### src/rtl/bcd_timer_ctrl.sv
// Four-digit BCD timer: start/stop/clear FSM, prescaled count tick, digit ripple, 9999 overflow pulse.
// Optional feature macro BCD_TIMER_STOP_AT_MAX_EN: saturate at 9999 and drop to IDLE instead of wrapping.
module bcd_timer_ctrl #(
  parameter int TICK_DIV = 4
) (
  input  logic        clk,
  input  logic        reset,
  input  logic        start,
  input  logic        stop,
  input  logic        clear,
  output logic [15:0] bcd_out,
  output logic        running,
  output logic [1:0]  state,
  output logic        ovf
);

  localparam int PW = (TICK_DIV > 2) ? $clog2(TICK_DIV) : 1;
  localparam logic [PW-1:0] PMAX = PW'(TICK_DIV - 1);

  typedef enum logic [1:0] {
    IDLE  = 2'b00,
    RUN   = 2'b01,
    PAUSE = 2'b10
  } state_t;

  state_t        cur_state;
  state_t        nxt_state;
  logic [PW-1:0] presc;
  logic          tick;
  logic          at_max;
  logic          carry;
  logic [15:0]   bcd_next;

  assign at_max = (bcd_out == 16'h9999);
  assign tick   = (cur_state == RUN) && (presc == PMAX) && !clear && !stop;

  always_ff @(posedge clk or posedge reset) begin
    if (reset) cur_state <= IDLE;
    else       cur_state <= nxt_state;
  end

  always_comb begin
    nxt_state = cur_state;
    if (clear) begin
      nxt_state = IDLE;
    end else begin
      case (cur_state)
`ifdef BCD_TIMER_STOP_AT_MAX_EN
        IDLE:    if (start && !stop && !at_max) nxt_state = RUN;
        RUN:     if (stop) nxt_state = PAUSE;
                 else if (tick && at_max) nxt_state = IDLE;
`else
        IDLE:    if (start && !stop) nxt_state = RUN;
        RUN:     if (stop) nxt_state = PAUSE;
`endif
        PAUSE:   if (start && !stop) nxt_state = RUN;
        default: nxt_state = IDLE;
      endcase
    end
  end

  always_comb begin
    running = (cur_state == RUN);
    state   = cur_state;
  end

  // Prescaler holds on the stop edge so a pause never loses or gains a RUN cycle.
  always_ff @(posedge clk or posedge reset) begin
    if (reset) begin
      presc <= '0;
    end else if (clear) begin
      presc <= '0;
    end else if (cur_state == RUN && !stop) begin
      presc <= (presc == PMAX) ? '0 : presc + PW'(1);
    end
  end

  always_comb begin
    carry    = tick;
    bcd_next = bcd_out;
    for (int k = 0; k < 4; k++) begin
      if (carry)
        bcd_next[4*k +: 4] = (bcd_out[4*k +: 4] == 4'd9) ? 4'd0 : bcd_out[4*k +: 4] + 4'd1;
      carry = carry && (bcd_out[4*k +: 4] == 4'd9);
    end
  end

  always_ff @(posedge clk or posedge reset) begin
    if (reset) begin
      bcd_out <= 16'h0000;
      ovf     <= 1'b0;
    end else if (clear) begin
      bcd_out <= 16'h0000;
      ovf     <= 1'b0;
    end else begin
      ovf <= tick && at_max;
`ifdef BCD_TIMER_STOP_AT_MAX_EN
      if (tick && !at_max) bcd_out <= bcd_next;
`else
      if (tick) bcd_out <= bcd_next;
`endif
    end
  end

endmodule

### config.mk
export PLATFORM = sky130hd
export DESIGN_NAME = bcd_timer_ctrl
export DESIGN_NICKNAME = d
export VERILOG_FILES = /design/src/rtl/bcd_timer_ctrl.sv
export SDC_FILE = /design/constraint.sdc
export NUM_CORES = 1
export LEC_CHECK = 0
export CORE_MARGIN = 2
export CORE_UTILIZATION = 30
export DETAILED_ROUTE_END_ITERATION = 7
export GPL_ROUTABILITY_DRIVEN = 0
export SLEW_MARGIN = 40
export SYNTH_ARGS = -nofsm -noshare
export SYNTH_HDL_FRONTEND = slang
export SYNTH_SLANG_ARGS = --single-unit
### constraint.sdc
create_clock -name clk -period 2.72 [get_ports clk]
set_input_delay 0.408 -clock clk [delete_from_list [all_inputs] [get_ports clk]]
set_output_delay 0.408 -clock clk [all_outputs]
set_load 0.03 [all_outputs]
* Word level (Yosys, flattened, before mapping) *
Cells that the tools add are included.

word-level totals
  memories = 0
  RAM bits = 0
  output and inout port bits = 20
  latch bits = 0
  input bits = 5
  register bits = 21
  bits in read-only memories = 0

cells by class
  multiply operators = 0
  add/subtract/negate cells = 5
  order comparisons = 0
  bitwise operators = 0
  reductions and logical operators = 22
  divide/modulo/power cells = 0
  shifts and indexed selects = 0
  muxes and demuxes = 17
  equal/unequal tests = 10

operator list
  operator                                                         number
  16-bit 2-to-1 mux                                                2
  4-bit 2-to-1 mux                                                 7
  4-bit by 1-bit adder with 4-bit output, second input constant    4
  16-bit == test, second input constant                            1
  4-bit == test, second input constant                             4
  2-bit 2-to-1 mux                                                 6
  2-bit nonzero test                                               5
  1-bit logical AND                                                9
  2-bit AND reduction                                              4
  2-bit == test, second input constant                             2
  2-bit case mux with 2 select lines                               1
  3-bit by 1-bit != test with 1-bit output, second input constant  1
  3-bit != test, second input constant                             1
  2-bit by 1-bit adder with 2-bit output, second input constant    1
  2-bit by 1-bit == test with 1-bit output, second input constant  1
  1-bit zero test                                                  2
  2-bit zero test                                                  1
  2-bit OR reduction                                               1
  1-bit 2-to-1 mux                                                 1

* Depth between registers and ports, before layout *
  depth after elaboration = 10
  gate-level depth with buffers = 7
  mapped depth without buffers = 6

* Worst setup path before layout *
No wires, ideal clock.

  path kind = register to register
  start = reg cur_state[1], in the netlist state[1]
  end = reg bcd_out[6]
  stages on the path, launching flop included = 5
  data required time = 2.642 ns
  arrival = 1.781 ns
  path slack = 0.861 ns
  path through = dfrtp_1 -> nor4b_4 -> nand3_2 -> or4_1 -> a21oi_1

between the ends
  cells in the longest elaborated chain, start to end = 7
  elaborated cells between the ends (all ways) = 8

ends and longest elaborated chain
  what                                        line  text
  from (decl)                                 26    state_t cur_state;
  from (signal assigned)                      39    else cur_state <= nxt_state;
  2-bit by 1-bit == test with 1-bit output *  35    assign tick = (cur_state == RUN) && (presc == PMAX) && !clear && !stop;
  1-bit logical AND * (3 in series)           35
  1-bit logical AND                           84    carry = carry && (bcd_out[4*k +: 4] == 4'd9);
  2-bit nonzero test (no source line)         n/a
  2-bit AND reduction (no source line) *      n/a
  to (signal assigned)                        100   if (tick) bcd_out <= bcd_next;
  to (decl)                                   11    output logic [15:0] bcd_out,

Mark *: on every way between the ends. The rest lies on a longest branch, timed or not.
A chain may end at the register's enable or synchronous reset.

* Final worst setup path *
  start = in stop
  end = reg bcd_out[6]

between the ends
  cells in the longest elaborated chain, start to end = 5
  elaborated cells between the ends (all ways) = 6

ends and longest elaborated chain
  what                                    line  text
  from (decl)                             9     input logic stop,
  1-bit zero test *                       35
  1-bit logical AND *                     35
  1-bit logical AND                       84
  2-bit nonzero test (no source line)     n/a
  2-bit AND reduction (no source line) *  n/a

Marked as above.

==> flow_summary_export.csv <==
group,metric,value,unit
run_status,status,"finished, final reports clean",
place,port_buffers,24,
synth,synth-seq-area-share,44.16,%
power,powerDensity,372.5,nW/um2
min_path,min_path_type,"in -> async",
synth,synth_area_leaders,"dfrtp_1 44%, ha_1 9.5%, a21oi_1 6.3%, inv_1 3.5%, nand3_1 2.9%",
critical_path,startpoint_type,"input pin",
synth,async_flop_share,100.0,%
timing,hold_violations,0,
floorplan,core,3744,um2
clock_tree,ctsHoldBuffers,0,
global_route,grt_pass1_vias,908,
critical_path,worstPathRequired,2.90,ns
detailed_routing,routed_wl,2444,um
clock_tree,cts_buffer_depth,2,
clock_tree,cts_root_buf,"clkbuf_8",
detailed_routing,drcViolationCount,0,
timing,slew_headroom,69.86,%
detailed_routing,via_per_inst,4.970,
synth,ys_ff_latch,21,
critical_path,critical_path_class,"in -> reg",
synth,synth_commonest_cells,"21 x dfrtp_1, 15 x a21oi_1, 11 x inv_1",
place,dpl_worst_slack,0.3506,ns
clock_tree,postCtsSetupBuffers,0,
timing,finalSetupViolCount,0,
floorplan,initial_core_util,31.78,%
timing,finalCritPeriodShare,77.90,%
timing,worst_slack,0.6010,ns
synth,yosys_warnings,0,
final_layout,final_cells,197,
timing,timing.final.crit_period,2.119,ns
detailed_routing,avgRoutedWirePerCell,12.41,um
global_route,antenna_found_initial,0,
global_route,grt_max_degree,22,
global_route,grt_pass1_wl,4105,um
final_layout,final_layout_size_suffix_gt1_share,6.040,%
clock_tree,tritoncts.num_buffers,3,
synth,yosysUniqueCellTypes,34,
synth,synth.most_common_cell,"dfrtp_1",
timing,drv_slew,0,
synth,syn_inst,123,
detailed_routing,drt_pre_antenna_iters,4,
final_layout,diodes,0,
clock_tree,cts.sinks,21,
detailed_routing,route.antenna.remaining_nets,0,
synth,synth_edf_count,0,
synth,syn-num-nets,137,
timing,timing.fmax,471.9,MHz
final_layout,nNetsFinal,164,
detailed_routing,routed-via-count,979,
synth,syn_avg_cell_area,9.674,um2
global_route,gr-total-overflow,0,
synth,synth_top_cell_by_area,"dfrtp_1",
clock_tree,clk_pin_slew,0.08,ns
power,power.leakage,0.6316,nW
timing,setup_tns,0,ns
floorplan,die_y,66.98,um
synth,syn_area,1190,um2
critical_path,critical_path_arrival,2.30,ns
flow_run,maxCapViolCount,0,
clock_tree,clock_latency,0.26,ns
clock_tree,cts_resized,0,
place,dp_cells,193,
clock_tree,cts.htree.levels,1,
floorplan,die-area,4486,um2
clock_tree,cts_tree,"built",
timing,finClkSkew,0.003972,ns
final_layout,syn_to_final_growth,28.71,%
synth,synth_top_flop_cell,"dfrtp_1",
floorplan,rows,22,
floorplan,dieWidth,66.98,um
power,ir_drop,214.3,uV
detailed_routing,drt_iter0_markers,39,
power,finalPower,570.4,uW
critical_path,cp-end-kind,"register",
critical_path,crit_fanout,7,
floorplan,io_pins,25,
timing,worstMarginPinSlew,0.4502,ns
synth,synth_top_area_share,44.16,%
global_route,track_usage,11.55,%
place,hpwl,1796,um
timing,rsz0062_at_grt,"false",
-- kinds of logic (layout without fill, tap and decap cells) --
kind of cell / count (synthesis) / in the layout / share of synthesized area, %
flip-flops: 21 / 21 / 44.16
AO/OA/AOI/OAI: 26 / 26 / 12.41
multiplexers: 3 / 3 / 2.524
buffers and inverters: 14 / 40 / 4.521
AND/OR/NAND/NOR: 47 / 47 / 24.71
adder cells (fa/ha/maj): 9 / 9 / 9.464
XOR/XNOR: 3 / 3 / 2.209
-- report_power, final --
part / internal [mW] / total [mW] / switching, mW
clock: 0.102 / 0.205 / 0.104
combinational: 0.0183 / 0.0464 / 0.0281
sequential: 0.315 / 0.319 / 0.00365
-- state kept, by name, summed over array words and instances, names as in the netlist --
name and cells:
state 2, ovf 1, bcd_out 16, presc 2
-- metal layers --
layer	wire length, um	track usage [%]	vias up
met1	1209	15.57	470
li1	-	-	490
met5	0	0	-
met4	0	1.786	0
met2	1151	19.50	19
met3	83	2.196	0
-- stage by stage --
step | utilization [%] | area, um2 | hold slack (ns)
finish | 40.91 | 1531 | 0.4678
global route | 40.91 | 1531 | 0.5161
detailed placement | 39.67 | 1485 | 0.5234
global placement | 39.67 | 1485 | 0.5048
floorplan | - | 1190 | 0.3845
CTS | 40.91 | 1531 | 0.4875
-- cell usage in the layout, fill, tap and decap left out, types with 4 or more instances in the layout --
master / netlist / routed
a21oi_1: 15 / 15
clkdlybuf4s50_1: 0 / 24
dfrtp_1: 21 / 21
ha_1: 9 / 9
inv_1: 11 / 10
nand2_1: 5 / 5
nand3_1: 7 / 7
nor2_1: 9 / 9
nor3_1: 4 / 4
o21ai_0: 4 / 4
or3_1: 4 / 4
-- layout make-up --
cell class	count	area, um2
multi-input cells	88	610.6
clock buffers	3	41.29
clock inverters	1	5.005
repair buffers	25	247.7
flip-flops and latches	21	525.5
fillers	378	2212
well taps	48	60.06
inverters	11	41.29
-- critical path: stages --
cell and delay (ns):
clkdlybuf4s50_1 0.51, nor4b_4 0.46, nand3_2 0.23, or4_1 0.52, a21oi_1 0.17
-- worst paths after layout --
kind | startpoint | to | slack, ns | cells past startpoint
worst max-delay path | stop | bcd_out[6]$_DFFE_PP0P_ | 0.60 | 5
worst min-delay path | reset | presc[0]$_DFFE_PP0P_ | 0.47 | 2
worst max register to register | state[1]$_DFFE_PP0P_ | bcd_out[6]$_DFFE_PP0P_ | 0.76 | 4
worst min register to register | presc[1]$_DFFE_PP0P_ | presc[1]$_DFFE_PP0P_ | 0.54 | 2
max in group asynchronous | reset | bcd_out[7]$_DFFE_PP0P_ | 1.95 | 2
min in group clk | presc[1]$_DFFE_PP0P_ | presc[1]$_DFFE_PP0P_ | 0.54 | 2
No activity file was read; power rests on OpenSTA's default activity.
